[src/rtl/song_reader_pkg.sv]
// ---------------------------------------------------------------------------
// song_reader_pkg
// Shared definitions for the song reader slice:
//   NOTE_W / DUR_W / SONG_W  - field widths of a ROM word and the song select
//   ROM_W                    - full ROM word width, {note, duration}
//   state_t                  - sequencing FSM state encoding
//   rom_word()               - song table contents, used by song_rom
// Optional feature macro used by the slice: SONG_READER_EARLY_END_EN
// ---------------------------------------------------------------------------
package song_reader_pkg;

    localparam int NOTE_W = 6;
    localparam int DUR_W  = 6;
    localparam int SONG_W = 2;
    localparam int ROM_W  = NOTE_W + DUR_W;

    typedef enum logic [2:0] {
        IDLE  = 3'd0,
        FETCH = 3'd1,
        LOAD  = 3'd2,
        GAP   = 3'd3,
        WAIT  = 3'd4,
        DONE  = 3'd5
    } state_t;

    // Song table: note climbs by 7 semitone steps per entry (mod 64) and
    // each song is offset by 9; durations grow slowly with the index.
    // Entry 5 of song 0 carries a zero duration so the early-end path has
    // a word to react to.
    function automatic logic [ROM_W-1:0] rom_word(input int unsigned song_sel,
                                                  input int unsigned idx);
        logic [NOTE_W-1:0] n;
        logic [DUR_W-1:0]  d;
        n = NOTE_W'((12 + 7 * idx + 9 * song_sel) % 64);
        if (song_sel == 0 && idx == 5) begin
            d = '0;
        end else begin
            d = DUR_W'(4 + idx + 3 * song_sel);
        end
        return {n, d};
    endfunction

endpackage

[src/rtl/song_rom.sv]
// ---------------------------------------------------------------------------
// song_rom
// Song table with a one-cycle synchronous read. The output register only
// updates when rd_en is high, so the last read word is held otherwise.
// Ports:
//   clk    - clock, rising edge
//   reset  - asynchronous active-low reset, clears the output register
//   rd_en  - read strobe
//   addr   - {song, note_idx}
//   data   - {note, duration}, valid the cycle after rd_en
// ---------------------------------------------------------------------------
module song_rom
    import song_reader_pkg::*;
#(
    parameter int NOTE_IDX_W = 5
) (
    input  logic                         clk,
    input  logic                         reset,
    input  logic                         rd_en,
    input  logic [SONG_W+NOTE_IDX_W-1:0] addr,
    output logic [ROM_W-1:0]             data
);

    logic [SONG_W-1:0]     song_sel;
    logic [NOTE_IDX_W-1:0] idx;

    assign song_sel = addr[NOTE_IDX_W +: SONG_W];
    assign idx      = addr[NOTE_IDX_W-1:0];

    always_ff @(posedge clk or negedge reset) begin
        if (!reset) begin
            data <= '0;
        end else if (rd_en) begin
            data <= rom_word(32'(song_sel), 32'(idx));
        end
    end

endmodule

[src/rtl/song_reader.sv]
// ---------------------------------------------------------------------------
// song_reader
// Walks through the notes of one of four songs and hands each note to the
// note player, waiting for the player's done flag between notes.
// Ports:
//   clk        - clock, all state updates on the rising edge
//   reset      - asynchronous active-low reset
//   play       - 1 = advance through the song, 0 = pause (freeze)
//   song       - song select
//   note_done  - player reports the current note has finished
//   new_note   - one-cycle load strobe to the player
//   note       - note index, valid with new_note, held otherwise
//   duration   - note length in 1/48 s beats, valid with new_note
//   song_done  - one-cycle pulse when the last note has completed
// Optional feature: define SONG_READER_EARLY_END_EN to end a song at the
// first ROM word whose duration is zero instead of playing it.
// ---------------------------------------------------------------------------
module song_reader
    import song_reader_pkg::*;
#(
    parameter int NOTE_IDX_W = 5
) (
    input  logic              clk,
    input  logic              reset,
    input  logic              play,
    input  logic [SONG_W-1:0] song,
    input  logic              note_done,
    output logic              new_note,
    output logic [NOTE_W-1:0] note,
    output logic [DUR_W-1:0]  duration,
    output logic              song_done
);

    state_t                state_q, state_d;
    logic [NOTE_IDX_W-1:0] idx_q, idx_d;
    logic [SONG_W-1:0]     song_q;
    logic                  strobe_q, strobe_d;
    logic                  song_done_q, done_pulse_d;
    logic                  rom_rd;
    logic [ROM_W-1:0]      rom_data;
    logic [NOTE_W-1:0]     rom_note, note_q;
    logic [DUR_W-1:0]      rom_dur, dur_q;
    logic                  song_changed;
    logic                  early_end;

    song_rom #(
        .NOTE_IDX_W (NOTE_IDX_W)
    ) u_rom (
        .clk   (clk),
        .reset (reset),
        .rd_en (rom_rd),
        .addr  ({song_q, idx_q}),
        .data  (rom_data)
    );

    assign rom_note = rom_data[ROM_W-1:DUR_W];
    assign rom_dur  = rom_data[DUR_W-1:0];

`ifdef SONG_READER_EARLY_END_EN
    assign early_end = (rom_dur == '0);
`else
    assign early_end = 1'b0;
`endif

    // The registered song copy trails the input by one edge, so any
    // difference outside IDLE means the user switched songs mid-play.
    assign song_changed = (state_q != IDLE) && (song != song_q);

    // The strobe is registered on the FETCH->LOAD edge; an early-end word
    // masks it in the same cycle the ROM data becomes visible.
    assign new_note  = strobe_q & ~early_end;
    assign note      = new_note ? rom_note : note_q;
    assign duration  = new_note ? rom_dur  : dur_q;
    assign song_done = song_done_q;

    // State, index and output registers, all with async active-low reset.
    // The held note/duration only capture words that were actually loaded.
    always_ff @(posedge clk or negedge reset) begin
        if (!reset) begin
            state_q     <= IDLE;
            idx_q       <= '0;
            song_q      <= '0;
            strobe_q    <= 1'b0;
            song_done_q <= 1'b0;
            note_q      <= '0;
            dur_q       <= '0;
        end else begin
            state_q     <= state_d;
            idx_q       <= idx_d;
            song_q      <= song;
            strobe_q    <= strobe_d;
            song_done_q <= done_pulse_d;
            if (new_note) begin
                note_q <= rom_note;
                dur_q  <= rom_dur;
            end
        end
    end

    // Next-state logic. A song change overrides everything; otherwise each
    // state only advances while play is high, except DONE, which leaves
    // when play drops.
    always_comb begin
        state_d      = state_q;
        idx_d        = idx_q;
        strobe_d     = 1'b0;
        done_pulse_d = 1'b0;
        rom_rd       = 1'b0;
        if (song_changed) begin
            state_d = IDLE;
            idx_d   = '0;
        end else begin
            case (state_q)
                IDLE: begin
                    idx_d = '0;
                    if (play) begin
                        state_d = FETCH;
                    end
                end
                FETCH: begin
                    if (play) begin
                        rom_rd   = 1'b1;
                        strobe_d = 1'b1;
                        state_d  = LOAD;
                    end
                end
                LOAD: begin
                    if (play) begin
                        if (early_end) begin
                            state_d      = DONE;
                            done_pulse_d = 1'b1;
                        end else begin
                            state_d = GAP;
                        end
                    end
                end
                GAP: begin
                    if (play) begin
                        state_d = WAIT;
                    end
                end
                WAIT: begin
                    if (play && note_done) begin
                        if (&idx_q) begin
                            state_d      = DONE;
                            done_pulse_d = 1'b1;
                        end else begin
                            idx_d   = idx_q + 1'b1;
                            state_d = FETCH;
                        end
                    end
                end
                DONE: begin
                    if (!play) begin
                        state_d = IDLE;
                        idx_d   = '0;
                    end
                end
                default: begin
                    state_d = IDLE;
                    idx_d   = '0;
                end
            endcase
        end
    end

endmodule

[config.mk]
export PLATFORM = sky130hd
export DESIGN_NAME = song_reader
export DESIGN_NICKNAME = d
export VERILOG_FILES = /design/src/rtl/song_reader_pkg.sv /design/src/rtl/song_rom.sv /design/src/rtl/song_reader.sv
export SDC_FILE = /design/constraint.sdc
export NUM_CORES = 1
export LEC_CHECK = 0
export BUFFER_PORTS_ARGS = -buffer_cell sky130_fd_sc_hd__buf_2
export CAP_MARGIN = 30
export CELL_PAD_IN_SITES_DETAIL_PLACEMENT = 1
export CELL_PAD_IN_SITES_GLOBAL_PLACEMENT = 1
export CORE_UTILIZATION = 47
export DETAILED_ROUTE_END_ITERATION = 8
export PLACE_DENSITY_LB_ADDON = 0.08
export SLEW_MARGIN = 15
export SYNTH_ARGS = -nofsm -noshare
export SYNTH_HDL_FRONTEND = slang
export SYNTH_SLANG_ARGS = --single-unit
[constraint.sdc]
create_clock -name clk -period 3.6 [get_ports clk]
set_input_delay 0.36 -clock clk [delete_from_list [all_inputs] [get_ports clk]]
set_output_delay 0.36 -clock clk [all_outputs]
set_load 0.02 [all_outputs]
; ---- Word-level counts from Yosys, hierarchy flattened
; Index checks and enable logic that the tools add are counted.
; W data, S select, Z words.
[word_totals]
elab_cells = 65
ram_bits = 0
mem_bits_ro = 0
inputBits = 6
reg_bits = 36
latchBits = 0
memories = 0
output_inout_bits = 14
[op_classes]
mux = 24
reduce_logical = 10
div = 0
n_shift = 0
multipliers = 3
order_cmp = 0
bitwise = 0
n_eq_ne = 15
n_addsub = 5
[ops]
columns = cell, count
row1 = $mux W3, 8
row2 = $ne A3 B3 Y1 const B, 7
row3 = $mux W5, 4
row4 = $mux W6, 3
row5 = $pmux W3 S6, 1
row6 = $pmux W5 S3, 1
row7 = $mux W1, 7
row8 = $add A3 B5 Y6 const A, 1
row9 = $add A4 B6 Y6 const A, 1
row10 = $add A6 B4 Y6, 1
row11 = $add A6 B6 Y6, 1
row12 = $eq A3 B2 Y1 const B, 2
row13 = $eq A3 B3 Y1 const B, 2
row14 = $mul A3 B5 Y6 const A, 1
row15 = $mul A4 B2 Y6 const A, 1
row16 = $reduce_and A6 Y1, 1
row17 = $add A5 B1 Y5 const B, 1
row18 = $eq A5 B3 Y1 const B, 1
row19 = $reduce_and A5 Y1, 1
row20 = $mul A2 B2 Y4 const A, 1
row21 = $reduce_and A4 Y1, 1
row22 = $eq A3 B1 Y1 const B, 1
row23 = $logic_and A1 B1 Y1, 3
row24 = $logic_not A3 Y1, 1
row25 = other kinds (5), 5

; ---- Depth between registers and ports, before layout
; Gate-level depths: netlist of the first run.
[depth]
ltp_word = 5
depth_mapped = 10
depth_no_buf = 10

; ---- Cells and area by module
; Synthesis of the first run repeated with hierarchy kept, for this count alone.
[hier_totals]
hier_cells = 185
hier_area_um2 = 2174.6
[modules_own_cells]
columns = module, n_inst, area_per_inst_um2, seq_area_each_um2, cells_per_inst
row1 = song_reader, 1, 1119.8, 600.6, 93
row2 = song_rom, 1, 1054.8, 300.3, 92

; ---- Worst setup path before layout of the first run
; No wires, ideal clock.
[synth_timing]
path_type = register to register
startpoint = reg idx_q[2]
endpoint = reg u_rom.data[11]
path_buffers = 0
required_ns = 3.476
setup_slack_ns = 0.859
path_stages_with_launch = 8
arrival_ns = 2.617
setup_ns = 0.124
cell_sequence = dfrtp_1 -> fa_1 -> fa_1 -> fa_1 -> ha_1 -> a21oi_1 -> xnor2_1 -> o21ai_1
[synth_via]
elab_chain_cells = 3
[synth_rtl]
columns = element, line
row1 = start: declaration, song_reader.sv:35  ; logic [NOTE_IDX_W-1:0] idx_q, idx_d;
row2 = start signal: assignment, song_reader.sv:89  ; idx_q <= idx_d;
row3 = $mul A3 B5 Y6, song_reader_pkg.sv:34  ; n = NOTE_W'((12 + 7 * idx + 9 * song_sel) % 64);
row4 = $add A4 B6 Y6, song_reader_pkg.sv:34
row5 = $add A6 B6 Y6, song_reader_pkg.sv:34
row6 = end signal: assignment, song_rom.sv:34  ; data <= rom_word(32'(song_sel), 32'(idx));
row7 = end: declaration, song_rom.sv:21  ; output logic [ROM_W-1:0] data
; Every way passes these cells.
; A chain may end at the register's enable or synchronous reset.

; ---- Final worst setup path of the first run
; Same ends and word-level chain as after synthesis.

==> results.cfg, run 1 <==
[hold_path]
holdCritPathClass = input port to async pin

[cts]
cts_setup_buffers = 0
cts-resized-gates = 0
worstSkewPairLatency_ps = 280
cts_buffers = 5
cts_max_path_buffers = 2
cts_sinks = 36
clockRootBuffer = clkbuf_8
clk_pin_slew_ps = 70
cts_tree = done
cts_hold_buf = 0
htreeDepth = 2

[synth]
synth_edf_count = 0
synth_most_common_cell = dfrtp_1
ys_warn_count = 0
synth-async-reset-ratio_pct = 100
syn-instance-count = 196
synthTopCellsByCount = 36 x dfrtp_1, 26 x ha_1, 19 x nand2_1
avgSynthCellArea_sq_um = 11.4
syn-num-nets = 237
synthFlopType = dfrtp_1
ys_seq_area_share_pct = 40.4
synth_top_cell_area_share_pct = 40.4
synth_top_cell_by_area = dfrtp_1
ys_ff_latch = 36
synth_area_leaders = dfrtp_1 40%, ha_1 15%, fa_1 8.1%
synth_cell_type_count = 42
syn_area_sq_um = 2230

[setup_path]
path_class = flip-flop to flip-flop
arrival_ps = 3050
cp.required_ps = 3770
cp-start-kind = flip-flop
endpoint_kind = flip-flop
cp_max_fo = 7

[global_routing]
first_global_vias = 1626
gr-total-overflow = 0
antenna_found_initial = 0
grt_max_degree = 37
grt_use_total_pct = 19.8
grt_pass1_wl_mm = 7.70

[floorplan]
die_h_microns = 70.9
initial_core_util_pct = 50.1
core_area_sq_um = 4440
row_count = 24
dieArea_sq_um = 5020
die_width_microns = 70.9
io_pins = 20

[place]
dpl_cell_area_sq_um = 2350
dpl.hpwl_mm = 3.32
port_buffers = 19
place_ws_ps = 695
routabilityCongestion = 0.866
place_inst = 260

[timing]
hold_slack_ps = 148
slew_headroom_pct = 47.9
hold_viol = 0
fmaxAchievable_ghz = 0.348
timing.setup.tns_ps = 0
timing.final.crit_share_pct = 79.9
skew_ps = 3.25
min_period_ps = 2880
finalMaxSlewViolations = 0
tightest_slew_ps = 782
rsz0062_at_grt = no
setup_ws_ps = 724
finalSetupViolations = 0

[layout]
multi_input_area_sq_um = 1230
final_core_util_pct = 55.3
instances_no_fill = 268
syn2layout_area_growth_pct = 10.4
num_antenna_cells = 0
nNetsFinal = 256
fillers = 494
drive_above_1_share_pct = 22.2
seq_area_sq_um = 901
design_area_sq_um = 2460

[drt]
drc = 0
vias = 1454
vias_per_cell = 5.43
avgRoutedWirePerCell_microns = 15.9
finalWirelength_mm = 4.26
antenna_left = 0
drt_iter0_drc = 58
firstDrtPassIters = 6

[power_and_ir_drop]
power.density_nw_per_um2 = 499
total_leakage_power_nw = 1.26
ir_drop_uv = 217
total_power_mw = 1.23

[status]
status = completed

[run]
max-cap-violations = 0
final timing paths:
| path | depth (start not counted) | endpoint | slack (ps) | start |
|---|---|---|---|---|
| max | 7 | u_rom.data[11]$_DFFE_PN0P_ | 720 | idx_q[2]$_DFFE_PN0P_ |
| min | 1 | u_rom.data[11]$_DFFE_PN0P_ | 150 | reset |
| max reg2reg | 7 | u_rom.data[11]$_DFFE_PN0P_ | 720 | idx_q[2]$_DFFE_PN0P_ |
| min reg2reg | 2 | u_rom.data[0]$_DFFE_PN0P_ | 490 | u_rom.data[0]$_DFFE_PN0P_ |
| max in group asynchronous | 1 | idx_q[2]$_DFFE_PN0P_ | 2950 | reset |
| min in group clk | 1 | song_q[0]$_DFF_PN0_ | 210 | song[0] |
cell type report:
class / count / area share [%]
tap: 52 / 2.64
multi-input combinational: 137 / 49.9
clock buffer: 6 / 2.95
clock inverter: 2 / 1.42
timing repair buffer: 20 / 4.17
inverter: 15 / 2.29
sequential: 36 / 36.6
placed cells by master (no fill, tap or decap), types with 2 or more instances in the layout:
cell type / synthesis / routed
dfrtp_1: 36 / 36
ha_1: 26 / 26
nand2_1: 19 / 19
buf_2: 2 / 19
inv_1: 15 / 15
mux2_2: 14 / 14
o21ai_1: 12 / 12
fa_1: 9 / 9
nand3_1: 8 / 8
xor2_1: 5 / 5
clkbuf_8: 0 / 5
a21oi_1: 4 / 4
xnor2_1: 3 / 3
nor3_1: 3 / 3
nand2b_1: 3 / 3
a21o_1: 3 / 3
and2_1: 2 / 2
nor2_1: 2 / 2
o21ai_0: 2 / 2
nor2b_1: 2 / 2
sequential cells by signal, indices dropped and copies added (netlist names):
signal      count
idx_q           5
note_q          6
song_q          2
song_done       1
new_note        1
state_q         3
dur_q           6
u_rom.data     12
worst max-delay path, stage by stage (launching register included):
cell	delay, ps
dfrtp_1	480
fa_1	610
fa_1	450
fa_1	500
ha_1	340
a21oi_1	170
xnor2_1	140
o21ai_1	70
cell families (layout without fill, tap and decap cells):
group	count (synthesis)	in the layout	synth area share, %
compound gates	27	27	7.58
xor+xnor	9	9	3.87
fa+ha+maj	35	35	22.7
buf+inv	23	43	4.49
flops	36	36	40.4
mux	16	16	8.20
simple gates	50	50	12.7
power by group:
group	total, mW	internal, mW	switching (mW)
clock	0.346	0.205	0.141
combinational	0.317	0.137	0.180
sequential	0.565	0.511	0.0542
metal layers:
layer / vias up / track usage, % / share of wire, %
li1: 704 / - / -
met1: 717 / 24.1 / 45
met2: 26 / 35.0 / 51
met3: 7 / 4.27 / 2.6
met4: 0 / 6.67 / 1.3
met5: - / 0 / 0
Note: power is estimated with default switching activity, not from simulation.
==> inputs of run 2 (changes only) <==
--- a/config.mk
+++ b/config.mk
@@ -5,11 +5,12 @@
 export SDC_FILE = /design/constraint.sdc
 export NUM_CORES = 1
 export LEC_CHECK = 0
+export ABC_AREA = 1
 export BUFFER_PORTS_ARGS = -buffer_cell sky130_fd_sc_hd__buf_2
 export CAP_MARGIN = 30
 export CELL_PAD_IN_SITES_DETAIL_PLACEMENT = 1
 export CELL_PAD_IN_SITES_GLOBAL_PLACEMENT = 1
-export CORE_UTILIZATION = 47
+export CORE_UTILIZATION = 42
 export DETAILED_ROUTE_END_ITERATION = 8
 export PLACE_DENSITY_LB_ADDON = 0.08
 export SLEW_MARGIN = 15
==> constraint.sdc (replaced) <==
create_clock -name clk -period 2.6 [get_ports clk]
set_input_delay 0.26 -clock clk [delete_from_list [all_inputs] [get_ports clk]]
set_output_delay 0.26 -clock clk [all_outputs]
set_load 0.02 [all_outputs]
==> results.cfg, run 2 <==
[synth]
ys_ff_latch = 36
synth_cell_type_count = 32
ys_warn_count = 0
synth_xor_xnor_area_share_pct = 1.50
avgSynthCellArea_sq_um = 9.85
synth-compound-area-share_pct = 4.82
synth_top_family_by_area = simple AND/OR/NAND/NOR gates
synth-async-reset-ratio_pct = 100
synthTopCellsByCount = 59 x nand2_1, 36 x dfrtp_1, 26 x ha_1
syn-num-nets = 278
synth_top_cell_by_area = dfrtp_1
synthFlopType = dfrtp_1
syn-instance-count = 237
synth_area_leaders = dfrtp_1 39%, ha_1 14%, nand2_1 9.5%
syn_area_sq_um = 2330
synth_most_common_cell = nand2_1
synth_top_cell_area_share_pct = 38.6
synthMuxAreaShare_pct = 5.79
synth_edf_count = 0
synth_fa_ha_area_share_pct = 21.7
ys_seq_area_share_pct = 38.6
yosys.area_share.simple_pct = 21.8

[drt]
firstDrtPassIters = 2
drc = 0
finalWirelength_mm = 4.55
wl_met1_mm = 2.28
drt_iter0_drc = 39
wl_met2_mm = 2.14
vias = 1611
avgRoutedWirePerCell_microns = 13.3
antenna_left = 0
top_layer_used = met4
dr_wl_met3_microns = 78
vias_per_cell = 4.72

[global_routing]
grt_use_total_pct = 17.9
antenna_found_initial = 0
gr-total-overflow = 0
first_global_vias = 1742
grt_pass1_wl_mm = 8.32
grt_max_degree = 37

[status]
failed_checks = setup timing
status = complete, but fails checks

[layout]
largest_reg_flops = 12
regMostFlops = u_rom.data
drive_above_1_share_pct = 28.8
nNetsFinal = 311
reg_top3 = u_rom.data: 12 flops, dur_q: 6 flops, note_q: 6 flops
syn2layout_area_growth_pct = 16.3
layout_commonest_cell = nand2_1
num_antenna_cells = 0
design_area_sq_um = 2720
layout_common_cells = 59 x nand2_1, 33 x dfrtp_1, 24 x inv_1, 24 x ha_1, 19 x buf_2

[place]
port_buffers = 19
dpl_cell_area_sq_um = 2580
dpl.hpwl_mm = 3.45
routabilityCongestion = 0.803
place_ws_ps = -169

[setup_path]
r2r_cells = 10
cp_max_fo = 3
r2r_setup_slack_ps = -170
reg2reg_to = u_rom.data[11]$_DFFE_PN0P_
endpoint_kind = flip-flop
path_class = flip-flop to flip-flop
cp.required_ps = 2780
arrival_ps = 2950
cp-start-kind = flip-flop
regToRegStartpoint = idx_q[4]$_DFFE_PN0P_

[timing]
finalMaxSlewViolations = 0
min_period_ps = 2770
finalSetupViolations = 2
hold_viol = 0
rsz0062_at_grt = yes
slew_headroom_pct = 46.9
hold_slack_ps = 62.6
timing.final.crit_share_pct = 107
fmaxAchievable_ghz = 0.361
setup_ws_ps = -170
tightest_slew_ps = 796
skew_ps = 3.48

[floorplan]
initial_core_util_pct = 44.6
core_area_sq_um = 5240
die_h_microns = 76.6
io_pins = 20
dieArea_sq_um = 5860
die_width_microns = 76.6
row_count = 26

[cts]
htreeDepth = 2
worstSkewPairLatency_ps = 280
clk_pin_slew_ps = 70
cts_sinks = 36
clockRootBuffer = clkbuf_8
cts_hold_buf = 0
cts_buffers = 5
cts_tree = done
cts_max_path_buffers = 2

[power_and_ir_drop]
total_leakage_power_nw = 1.46
ir_drop_uv = 301
total_power_mw = 2.09
power.density_nw_per_um2 = 771

[run]
max-cap-violations = 0

[hold_path]
holdCritPathClass = input port to async pin
## run 2: changes by cell type in the layout (fill, tap and decap cells not counted), sizes merged, moves of 4 or more
cell,change
nand2,+46
xnor2,-4
buf,+9
nor2,+11
nand4,+8
inv,+15
o21ai,-4
## run 2: critical path, cell delays in order (launching register included)
cell	delay, ps
dfrtp_2	420
fa_1	560
fa_1	430
fa_1	490
ha_4	300
nand2_1	50
nor2_1	90
nor2_1	50
nand3b_1	150
nand3_1	90
nand2_1	50
## run 2: worst max-delay path by stage
stage / startpoint / endpoint / slack (ps) / cells past startpoint
floorplan: idx_q[4]$_DFFE_PN0P_ / u_rom.data[11]$_DFFE_PN0P_ / -100 / 10
finish: idx_q[4]$_DFFE_PN0P_ / u_rom.data[11]$_DFFE_PN0P_ / -170 / 10
detailed placement: idx_q[4]$_DFFE_PN0P_ / u_rom.data[11]$_DFFE_PN0P_ / -170 / 10
global route: idx_q[4]$_DFFE_PN0P_ / u_rom.data[11]$_DFFE_PN0P_ / -320 / 10
global placement: idx_q[4]$_DFFE_PN0P_ / u_rom.data[11]$_DFFE_PN0P_ / -100 / 10
CTS: idx_q[4]$_DFFE_PN0P_ / u_rom.data[11]$_DFFE_PN0P_ / -180 / 10
## run 2: cell type report
class	instances	area (sq um)
Fill cell	599	2520
Clock buffer	6	72.6
Clock inverter	2	35.0
Tap cell	70	87.6
Multi-Input combinational cell	168	1330
Timing Repair Buffer	29	178
Inverter	30	113
Sequential cell	36	905
## run 2: cells by family (layout without fill, tap and decap cells)
kind of cell	count (synthesis)	in the layout
muxes	12	12
xor gates and xnor gates	4	4
AOI/OAI and AO/OA	16	16
DFF	36	36
and+or+nand+nor	101	101
buffers and inverters	33	67
adders and majority gates	35	35
## run 2: routing by layer
layer / vias to the layer above / track usage, %
met4: 0 / 5.19
li1: 832 / -
met3: 6 / 2.51
met1: 759 / 24.3
met5: - / 0
met2: 14 / 29.5
## run 2: stage by stage
step | cells | utilization [%] | TNS (ps)
floorplan | 237 | - | -99.0
global placement | 332 | 49.2 | -97.4
detailed placement | 332 | 49.2 | -202
CTS | 341 | 51.5 | -320
global route | 341 | 51.8 | -537
finish | 341 | 51.8 | -298
## run 2: where the power goes
part / switching (mW) / total [mW] / internal, mW
sequential: 0.111 / 0.854 / 0.743
combinational: 0.452 / 0.758 / 0.306
clock: 0.197 / 0.481 / 0.285
## run 2: repair_timing
action	4_1_cts	5_1_grt
setup buffers	1	1
pin swaps	1	0
resized for setup	1	4
endpoints found under the setup margin	2	4
endpoints found under the hold margin	0	0
==> inputs of run 3 (changes only) <==
--- a/config.mk
+++ b/config.mk
@@ -12,7 +12,7 @@
 export CELL_PAD_IN_SITES_GLOBAL_PLACEMENT = 1
 export CORE_UTILIZATION = 42
 export DETAILED_ROUTE_END_ITERATION = 8
-export PLACE_DENSITY_LB_ADDON = 0.08
+export PLACE_DENSITY = 0.76
 export SLEW_MARGIN = 15
 export SYNTH_ARGS = -nofsm -noshare
 export SYNTH_HDL_FRONTEND = slang
==> results.cfg, run 3 (synthesis results as in run 2) <==
[status]
status = complete, but fails checks
failed_checks = setup timing

[floorplan]
die_h_microns = 76.6
row_count = 26
core_area_sq_um = 5240
die_width_microns = 76.6
initial_core_util_pct = 44.6
dieArea_sq_um = 5860
io_pins = 20

[timing]
rsz0062_at_grt = yes
finalMaxSlewViolations = 0
tightest_slew_ps = 803
slew_headroom_pct = 46.5
setup_ws_ps = -163
timing.setup.tns_ps = -303
skew_ps = 6.73
hold_viol = 0
fmaxAchievable_ghz = 0.362
timing.final.crit_share_pct = 106
finalSetupViolations = 2
min_period_ps = 2760

[drt]
vias_per_cell = 4.91
drt_iter0_drc = 60
finalWirelength_mm = 4.75
avgRoutedWirePerCell_microns = 13.9
firstDrtPassIters = 4
drc = 0
antenna_left = 0
vias = 1673

[place]
dpl.hpwl_mm = 3.69
place_ws_ps = -154
routabilityCongestion = 0.847
port_buffers = 19
place_inst = 332

[layout]
regMostFlops = u_rom.data
largest_reg_flops = 12
instances_no_fill = 341
drive_above_1_share_pct = 29.5
seq_area_sq_um = 905
layout_common_cells = 58 x nand2_1, 33 x dfrtp_1, 24 x inv_1, 24 x ha_1, 19 x buf_2
final_core_util_pct = 51.9
num_antenna_cells = 0
reg_top3 = u_rom.data: 12 flops, dur_q: 6 flops, note_q: 6 flops
fillers = 601
multi_input_area_sq_um = 1330
syn2layout_area_growth_pct = 16.4
layout_commonest_cell = nand2_1
nNetsFinal = 311

[cts]
worstSkewPairLatency_ps = 290
clockRootBuffer = clkbuf_8
cts_tree = done
clk_pin_slew_ps = 80
htreeDepth = 2
cts_max_path_buffers = 2
cts_buffers = 5
cts_hold_buf = 0
cts_sinks = 36

[setup_path]
r2r_cells = 10
cp_max_fo = 3
path_class = flip-flop to flip-flop
endpoint_kind = flip-flop
cp-start-kind = flip-flop
arrival_ps = 2950
cp.required_ps = 2790
r2r_setup_slack_ps = -160

[global_routing]
grt_max_degree = 37
grt_use_total_pct = 18.5
grt_pass1_wl_mm = 8.58
first_global_vias = 1821
gr-total-overflow = 0
antenna_found_initial = 0

[power_and_ir_drop]
ir_drop_uv = 368
total_leakage_power_nw = 1.46
total_power_mw = 2.13
power.density_nw_per_um2 = 783

[hold_path]
holdCritPathClass = input port to async pin

[run]
max-cap-violations = 0
run 3: cell types whose count changed in the layout (fill, tap and decap cells not counted):
| cell | previous run | this run |
|---|---|---|
| buf_4 | 8 | 9 |
| clkinvlp_4 | 0 | 1 |
| clkbuf_1 | 1 | 0 |
| nand2_1 | 59 | 58 |
| buf_6 | 2 | 1 |
| nand2_2 | 5 | 6 |
run 3: report_power, final:
part	switching, mW	leakage, nW	internal [mW]
Sequential	0.116	0.458	0.743
Clock	0.215	0.0541	0.284
Combinational	0.464	0.944	0.307
Total	0.795	1.46	1.33
run 3: what timing repair did:
item	CTS	global route
buffers inserted	1	1
pin swaps	1	0
resized for setup	1	4
endpoints found under the setup margin	2	4
run 3: cell type report:
class	count	share of cell area, %
Clock buffer	5	2.53
Clock inverter	3	1.57
Inverter	30	4.14
Multi-Input combinational cell	168	48.8
Sequential cell	36	33.3
Tap cell	70	3.22
Timing Repair Buffer	29	6.40
run 3: critical path: stages, from the launching register on:
cell	delay, ps
dfrtp_2	420
fa_1	560
fa_1	430
fa_1	490
ha_4	300
nand2_2	40
nor2_1	90
nor2_1	60
nand3b_1	150
nand3_1	80
nand2_1	50
run 3: metrics by stage:
stage                     hold slack [ps]  cell area [sq um]
after floorplan                     -35.6               2350
after global placement                394               2580
after detailed placement              403               2580
after CTS                            93.7               2700
after global routing                 99.0               2720
final                                52.7               2720
run 3: path summary, 6_finish.rpt:
check | start | endpoint
max reg2reg | idx_q[4]$_DFFE_PN0P_ | u_rom.data[11]$_DFFE_PN0P_
min reg2reg | u_rom.data[6]$_DFFE_PN0P_ | u_rom.data[6]$_DFFE_PN0P_
max in group asynchronous | reset | idx_q[2]$_DFFE_PN0P_
min | reset | new_note$_DFF_PN0_
max | idx_q[4]$_DFFE_PN0P_ | u_rom.data[11]$_DFFE_PN0P_
min in group clk | song[0] | song_q[0]$_DFF_PN0_
run 3: routing by layer:
layer  share of wire [%]  wire (microns)  track usage, %  vias to the layer above
li1                    -               -               -                      827
met1                  45            2130            23.0                      818
met2                  51            2430            32.8                       20
met3                 2.5             121            3.23                        8
met4                 1.4              65            5.58                        0
met5                   0               0               0                        -
